--- src/rtl/rot_host_seq.sv ---
// rot_host_seq: boot-time bus master for the rot block.
// Configures the rot FSM, waits for it to go idle, requests 128 TRNG bits,
// reads them back and checks the final STATUS word. The SoC sees a
// start/busy/done/err handshake.
// Optional feature: define ROT_SEQ_HEALTH_EN to add a popcount health test
// on the captured random data and the health_ones output.
module rot_host_seq #(
    parameter int               WIDTH        = 32,
    parameter logic [WIDTH-1:0] BASE         = 32'h1000_0000,
    parameter logic [WIDTH-1:0] OP_FSM_CODE  = 32'd1,
    parameter logic [WIDTH-1:0] OP_TRNG_CODE = 32'd2,
    parameter int               FSM_TMO      = 40,
    parameter int               TRNG_TMO     = 1000
) (
    input  logic             clk,
    input  logic             rst,
    input  logic             start,
    input  logic [WIDTH-1:0] fsm_bits,
    input  logic [WIDTH-1:0] bus_rdata,
    output logic             busy,
    output logic             done,
    output logic [1:0]       err,
    output logic [127:0]     trng_out,
    output logic [WIDTH-1:0] bus_addr,
    output logic [WIDTH-1:0] bus_wdata,
    output logic             bus_we,
    output logic             bus_re
`ifdef ROT_SEQ_HEALTH_EN
    ,
    output logic [7:0]       health_ones
`endif
);

    // rot register map
    localparam logic [WIDTH-1:0] ADDR_STATUS   = BASE;
    localparam logic [WIDTH-1:0] ADDR_TRNG     = BASE + WIDTH'(77);
    localparam logic [WIDTH-1:0] ADDR_FSM_BITS = BASE + WIDTH'(81);
    localparam logic [WIDTH-1:0] ADDR_OP       = BASE + WIDTH'(127);

    localparam logic [10:0] FSM_LIMIT  = 11'(FSM_TMO);
    localparam logic [10:0] TRNG_LIMIT = 11'(TRNG_TMO);

    localparam logic [1:0] ERR_OK     = 2'd0;
    localparam logic [1:0] ERR_FSM    = 2'd1;
    localparam logic [1:0] ERR_TRNG   = 2'd2;
    localparam logic [1:0] ERR_STATUS = 2'd3;

    typedef enum logic [3:0] {
        IDLE,
        W_CFG,
        W_OPF,
        P_FSM,
        W_OPT,
        P_TRNG,
        R_TRNG,
        C_STAT,
        FIN
    } state_t;

    state_t     state;
    logic       cap;        // 0: RD cycle of a read, 1: CAP cycle
    logic [1:0] word_idx;   // which TRNG word is being read
    logic [10:0] cnt;       // poll-phase cycle counter

    logic [10:0]      cnt_next;
    logic             fsm_ready;
    logic             trng_ready;
    logic             status_ok;
    logic             final_bad;
    logic [WIDTH-1:0] trng_next_addr;

    // Saturating poll counter increment
    assign cnt_next = (cnt == 11'h7FF) ? cnt : cnt + 11'd1;

    // STATUS decoding for the three checks
    assign fsm_ready  = ~bus_rdata[0] & ~bus_rdata[1];
    assign trng_ready = ~bus_rdata[0] & ~bus_rdata[2];
    assign status_ok  = (bus_rdata[31:26] == 6'b001001) && (bus_rdata[5:0] == 6'd0);

    // Address of the following TRNG word (only used while word_idx < 3)
    assign trng_next_addr = ADDR_TRNG + {{(WIDTH-2){1'b0}}, word_idx + 2'd1};

`ifdef ROT_SEQ_HEALTH_EN
    logic [7:0] ones;

    // Population count of the captured random data
    always_comb begin
        ones = 8'd0;
        for (int i = 0; i < 128; i++) begin
            ones = ones + {7'd0, trng_out[i]};
        end
    end

    assign final_bad = !status_ok || (ones < 8'd32) || (ones > 8'd96);
`else
    assign final_bad = !status_ok;
`endif

    // Sequencer FSM; bus strobes are registered and reflect the current state
    always_ff @(posedge clk or posedge rst) begin
        if (rst) begin
            state     <= IDLE;
            cap       <= 1'b0;
            word_idx  <= 2'd0;
            cnt       <= 11'd0;
            busy      <= 1'b0;
            done      <= 1'b0;
            err       <= ERR_OK;
            trng_out  <= 128'd0;
            bus_addr  <= '0;
            bus_wdata <= '0;
            bus_we    <= 1'b0;
            bus_re    <= 1'b0;
`ifdef ROT_SEQ_HEALTH_EN
            health_ones <= 8'd0;
`endif
        end else begin
            bus_we    <= 1'b0;
            bus_re    <= 1'b0;
            bus_addr  <= '0;
            bus_wdata <= '0;
            done      <= 1'b0;

            case (state)
                IDLE: begin
                    if (start) begin
                        busy      <= 1'b1;
                        err       <= ERR_OK;
                        trng_out  <= 128'd0;
                        bus_we    <= 1'b1;
                        bus_addr  <= ADDR_FSM_BITS;
                        bus_wdata <= fsm_bits;
                        state     <= W_CFG;
                    end
                end

                W_CFG: begin
                    bus_we    <= 1'b1;
                    bus_addr  <= ADDR_OP;
                    bus_wdata <= OP_FSM_CODE;
                    state     <= W_OPF;
                end

                W_OPF: begin
                    cnt      <= 11'd0;
                    cap      <= 1'b0;
                    bus_re   <= 1'b1;
                    bus_addr <= ADDR_STATUS;
                    state    <= P_FSM;
                end

                P_FSM: begin
                    cnt <= cnt_next;
                    if (!cap) begin
                        cap <= 1'b1;
                    end else begin
                        cap <= 1'b0;
                        if (fsm_ready) begin
                            bus_we    <= 1'b1;
                            bus_addr  <= ADDR_OP;
                            bus_wdata <= OP_TRNG_CODE;
                            state     <= W_OPT;
                        end else if (cnt >= FSM_LIMIT) begin
                            err   <= ERR_FSM;
                            done  <= 1'b1;
                            busy  <= 1'b0;
                            state <= FIN;
                        end else begin
                            bus_re   <= 1'b1;
                            bus_addr <= ADDR_STATUS;
                        end
                    end
                end

                W_OPT: begin
                    cnt      <= 11'd0;
                    cap      <= 1'b0;
                    bus_re   <= 1'b1;
                    bus_addr <= ADDR_STATUS;
                    state    <= P_TRNG;
                end

                P_TRNG: begin
                    cnt <= cnt_next;
                    if (!cap) begin
                        cap <= 1'b1;
                    end else begin
                        cap <= 1'b0;
                        if (trng_ready) begin
                            word_idx <= 2'd0;
                            bus_re   <= 1'b1;
                            bus_addr <= ADDR_TRNG;
                            state    <= R_TRNG;
                        end else if (cnt >= TRNG_LIMIT) begin
                            err   <= ERR_TRNG;
                            done  <= 1'b1;
                            busy  <= 1'b0;
                            state <= FIN;
                        end else begin
                            bus_re   <= 1'b1;
                            bus_addr <= ADDR_STATUS;
                        end
                    end
                end

                R_TRNG: begin
                    if (!cap) begin
                        cap <= 1'b1;
                    end else begin
                        cap      <= 1'b0;
                        trng_out <= {trng_out[95:0], bus_rdata};
                        bus_re   <= 1'b1;
                        if (word_idx == 2'd3) begin
                            bus_addr <= ADDR_STATUS;
                            state    <= C_STAT;
                        end else begin
                            word_idx <= word_idx + 2'd1;
                            bus_addr <= trng_next_addr;
                        end
                    end
                end

                C_STAT: begin
                    if (!cap) begin
                        cap <= 1'b1;
                    end else begin
                        cap <= 1'b0;
`ifdef ROT_SEQ_HEALTH_EN
                        health_ones <= ones;
`endif
                        if (final_bad) begin
                            err <= ERR_STATUS;
                        end
                        done  <= 1'b1;
                        busy  <= 1'b0;
                        state <= FIN;
                    end
                end

                FIN: begin
                    state <= IDLE;
                end

                default: begin
                    state <= IDLE;
                end
            endcase
        end
    end

endmodule

--- config.mk ---
export PLATFORM = sky130hd
export DESIGN_NAME = rot_host_seq
export DESIGN_NICKNAME = d
export VERILOG_FILES = /design/src/rtl/rot_host_seq.sv
export SDC_FILE = /design/constraint.sdc
export NUM_CORES = 1
export LEC_CHECK = 0
export BUFFER_PORTS_ARGS = -buffer_cell sky130_fd_sc_hd__clkbuf_2
export CAP_MARGIN = 25
export CORE_MARGIN = 4
export CORE_UTILIZATION = 30
export CTS_BUF_LIST = sky130_fd_sc_hd__clkbuf_16
export DETAILED_ROUTE_END_ITERATION = 10
export PLACE_DENSITY_LB_ADDON = 0.05
export SETUP_SLACK_MARGIN = 0.02
export SYNTH_ARGS = -nofsm -noshare
export SYNTH_HDL_FRONTEND = slang
export SYNTH_SLANG_ARGS = --single-unit
--- constraint.sdc ---
create_clock -name clk -period 6.1 [get_ports clk]
set_input_delay 0.305 -clock clk [delete_from_list [all_inputs] [get_ports clk]]
set_output_delay 0.305 -clock clk [all_outputs]
set_load 0.05 [all_outputs]
==> impl_results.md <==
* Status: complete, no violations
* Crit start category: register
* Slowest cell on the critical path: buf_4
* DR DRC count at 0
* Met3 Use GR at 4.23%
* Root Buffer: clkbuf_16
* Max Slew Vio Count at 0
* Syn Inst Count at 842
* Crit-path cells: nor2_2, and3_4, buf_4, nor2b_1, o21ai_1, a22o_1
* CP Capture Type: register
* Largest net degree at the start of global routing at 257
* Initial core utilization at 30.7%
* Clk_lat worst skew at 0.43 ns
* FF-to-FF End: word_idx[1]
* Non-Filler Instances at 1395
* Dominant synthesized flop cell: dfrtp_1
* Post-layout instance area at 9910 sq um
* Layout cells sized above 1 at 26.9%
* Slew margin rel. at 25.2%
* Peak VDD IR at 0.271 mV
* Diode count at 0
* Worst-path fanout max at 89
* Worst hold path type: in -> async
* Final Setup Violations at 0
* Post-DP HPWL at 14.7 mm
* Antenna violations before repair at 0
* Total CTS buffers at 17
* TritonCTS clock tree: built
* Area Overhead vs Synth at 23.4%
* Die area at 29500 sq um
* Crit path launch: state[3]
* GRT Overall Usage at 14.5%
* Max Root-Sink Buffers at 2
* Max-Cap Viols at 0
* Crit path time final at 3.00 ns
* WL final at 21.7 mm
* Vias in the first global route at 5945
* Final WS setup at 3.10 ns
* Post-place instance area at 9360 sq um
* DR iter-0 viols at 421
* Routing usage on met2 at 22.0%
* Critical path arrival at 3.31 ns
* Io pins at 265
* H-tree Lvls at 4
* Cts hold-fix bufs at 0
* Pwr per Cell Area at 376 nW/um^2
* Met1 usage at 20.3%
* Delay of the slowest critical-path stage at 0.79 ns
* CP bufs+invs at 1
* Cell family with most CP delay: simple AND/OR/NAND/NOR gates
* Number of flops mapped to enable cells by yosys at 0
* Reg clk slew, reported paths at 0.08 ns
* Pre-CTS WS at 3.06 ns
* Die Y at 172 um
* Busiest grt layer: met2
* Critical path depth at 6
* Number of nets with antenna violations after routing at 0
* Tot Pwr at 3.72 mW
* Crit path to: word_idx[1]
* Clock tree sinks at 191
* Syn. warnings at 0
* Reg2reg start: state[3]
* Fin crit share at 49.2%
* Placer Congestion at 0.747
* Row count at 59
* Worst Reg-to-Reg Cells at 6
* Layout net count at 1120
* Worst EP required at 6.41 ns
* Post-CTS Setup Bufs at 0
* Drt pass-1 iters at 6
* Lkg Pwr at 4.77 nW
* CTS resizes at 0
* First-pass GRT wire length at 33.9 mm
* Worst R2R Setup Slack at 3.10 ns
* IO buf count at 240
* Setup_tns at 0 ns
* Register area share after synthesis at 59.5%
* Async set-or-reset flop fraction in the synthesized netlist at 100%
* Average size of a mapped cell at 9.54 sq um
* Flop and latch count out of synthesis at 191
* Per-cell routed wire length at 15.6 um
* Via Count at 6181
* DIE WIDTH at 172 um
* Core area at 26200 sq um
* Grt total ovfl at 0
* Fmax achieved at 0.334 GHz
* Synth cell types at 52
* Vias/cell at 4.43
* Worst Path Class, Setup: reg -> reg
* Netlist Area Pre-Place at 8040 sq um
* Final Skew at 0.00921 ns
* Worst-margin pin slew at 1.12 ns
* RSZ-0062 raised after global routing: no
* Final Hold Viols at 0
* Placed Cells at 1364
[cells in the mapped netlist (2+ instances only)]
library cell | instances | area, sq um
nand2_1 | 279 | 1050
dfrtp_1 | 191 | 4780
o21ai_1 | 131 | 656
buf_4 | 32 | 240
and2_1 | 31 | 194
clkbuf_1 | 29 | 109
nor2_1 | 19 | 71.3
buf_2 | 13 | 65.1
inv_1 | 10 | 37.5
a21oi_1 | 8 | 40.0
nor3_1 | 8 | 40.0
o21ai_0 | 7 | 35.0
xnor2_1 | 7 | 61.3
ha_1 | 5 | 62.6
nand4_1 | 5 | 31.3
and3_1 | 4 | 25.0
buf_1 | 4 | 15.0
nand2b_1 | 4 | 25.0
a22o_1 | 3 | 26.3
mux2_1 | 3 | 33.8
mux2i_1 | 3 | 30.0
nand3_1 | 3 | 15.0
nand4bb_1 | 3 | 33.8
nor4_1 | 3 | 18.8
a2111oi_0 | 2 | 17.5
a221o_1 | 2 | 20.0
buf_6 | 2 | 22.5
nand3_2 | 2 | 20.0
nor2b_1 | 2 | 12.5
nor3b_1 | 2 | 15.0
o31a_1 | 2 | 17.5
o32ai_1 | 2 | 17.5
or4_1 | 2 | 15.0
[cells in the final DEF (no fill, tap or decap), types with 3 or more instances in the layout]
master,netlist,routed
nand2_1,279,279
clkbuf_2,0,240
dfrtp_1,191,191
o21ai_1,131,131
and2_1,31,31
conb_1,1,24
nor2_1,19,19
clkbuf_16,0,17
inv_1,10,10
nor3_1,8,8
a21oi_1,8,8
xnor2_1,7,7
o21ai_0,7,7
inv_8,0,6
nand4_1,5,5
ha_1,5,5
nand2b_1,4,4
mux2i_1,3,3
nand3_1,3,3
and3_1,4,3
nor4_1,3,3
nand4bb_1,3,3
a22o_1,3,3
mux2_1,3,3
clkinv_4,0,3
clkinvlp_4,0,3
buf_4,32,3
[per-stage QoR]
stage	hold WS, ns	utilization, %
after floorplan	0.419	-
after global placement	0.466	35.7
after detailed placement	0.469	35.7
after CTS	0.0474	37.8
after global routing	0.0432	37.8
final	0.0376	37.8
[area by class of cell]
cell class	count	area (sq um)
multi-input combinational	584	2870
clock inverter	14	126
fill	2730	16300
sequential	191	4780
clock buffer	17	425
inverter	10	45.0
tap	335	419
timing repair buffer	244	1240
[power breakdown]
group,leakage (nW),switching (mW),internal (mW)
Clock,0.267,0.532,0.537
Sequential,2.63,0.128,1.39
Combinational,1.87,0.876,0.260
Total,4.77,1.54,2.19
[state kept, by name (all words and copies together), names as in the netlist, 2 cells and up]
| signal | cells |
|---|---|
| trng_out | 128 |
| err | 2 |
| word_idx | 2 |
| bus_wdata | 32 |
| state | 4 |
| cnt | 11 |
| bus_addr | 7 |
[worst reg2reg max path, stage by stage (launching register included)]
cell and delay [ns]:
dfrtp_1 0.61, nor2_2 0.26, and3_4 0.58, buf_4 0.79, nor2b_1 0.26, o21ai_1 0.11
a22o_1 0.28
[worst min-delay path by stage]
stage,from,end,cells past startpoint
after floorplan,fsm_bits[1],bus_wdata[1],2
after global placement,trng_out[120],trng_out[120],2
after detailed placement,busy,busy,1
after CTS,fsm_bits[25],bus_wdata[25],2
after global routing,fsm_bits[13],bus_wdata[13],2
final,rst,trng_out[30],2
[kinds of logic (layout without fill, tap and decap cells)]
logic type | Yosys count | in the layout | synth area share [%]
fa+ha+maj | 5 | 5 | 0.779
flops | 191 | 191 | 59.5
simple gates | 374 | 374 | 20.3
compound gates | 166 | 166 | 11.5
buf+inv | 90 | 285 | 6.09
xor+xnor | 8 | 8 | 0.872
other cells | 1 | 24 | 0.0467
mux | 7 | 7 | 0.981
[metal layers]
layer | share of wire [%] | vias up
li1 | - | 3119
met1 | 47 | 2889
met2 | 46 | 160
met3 | 6.0 | 13
met4 | 0.84 | 0
met5 | 0 | -
Power figures use the tool's default switching activity.
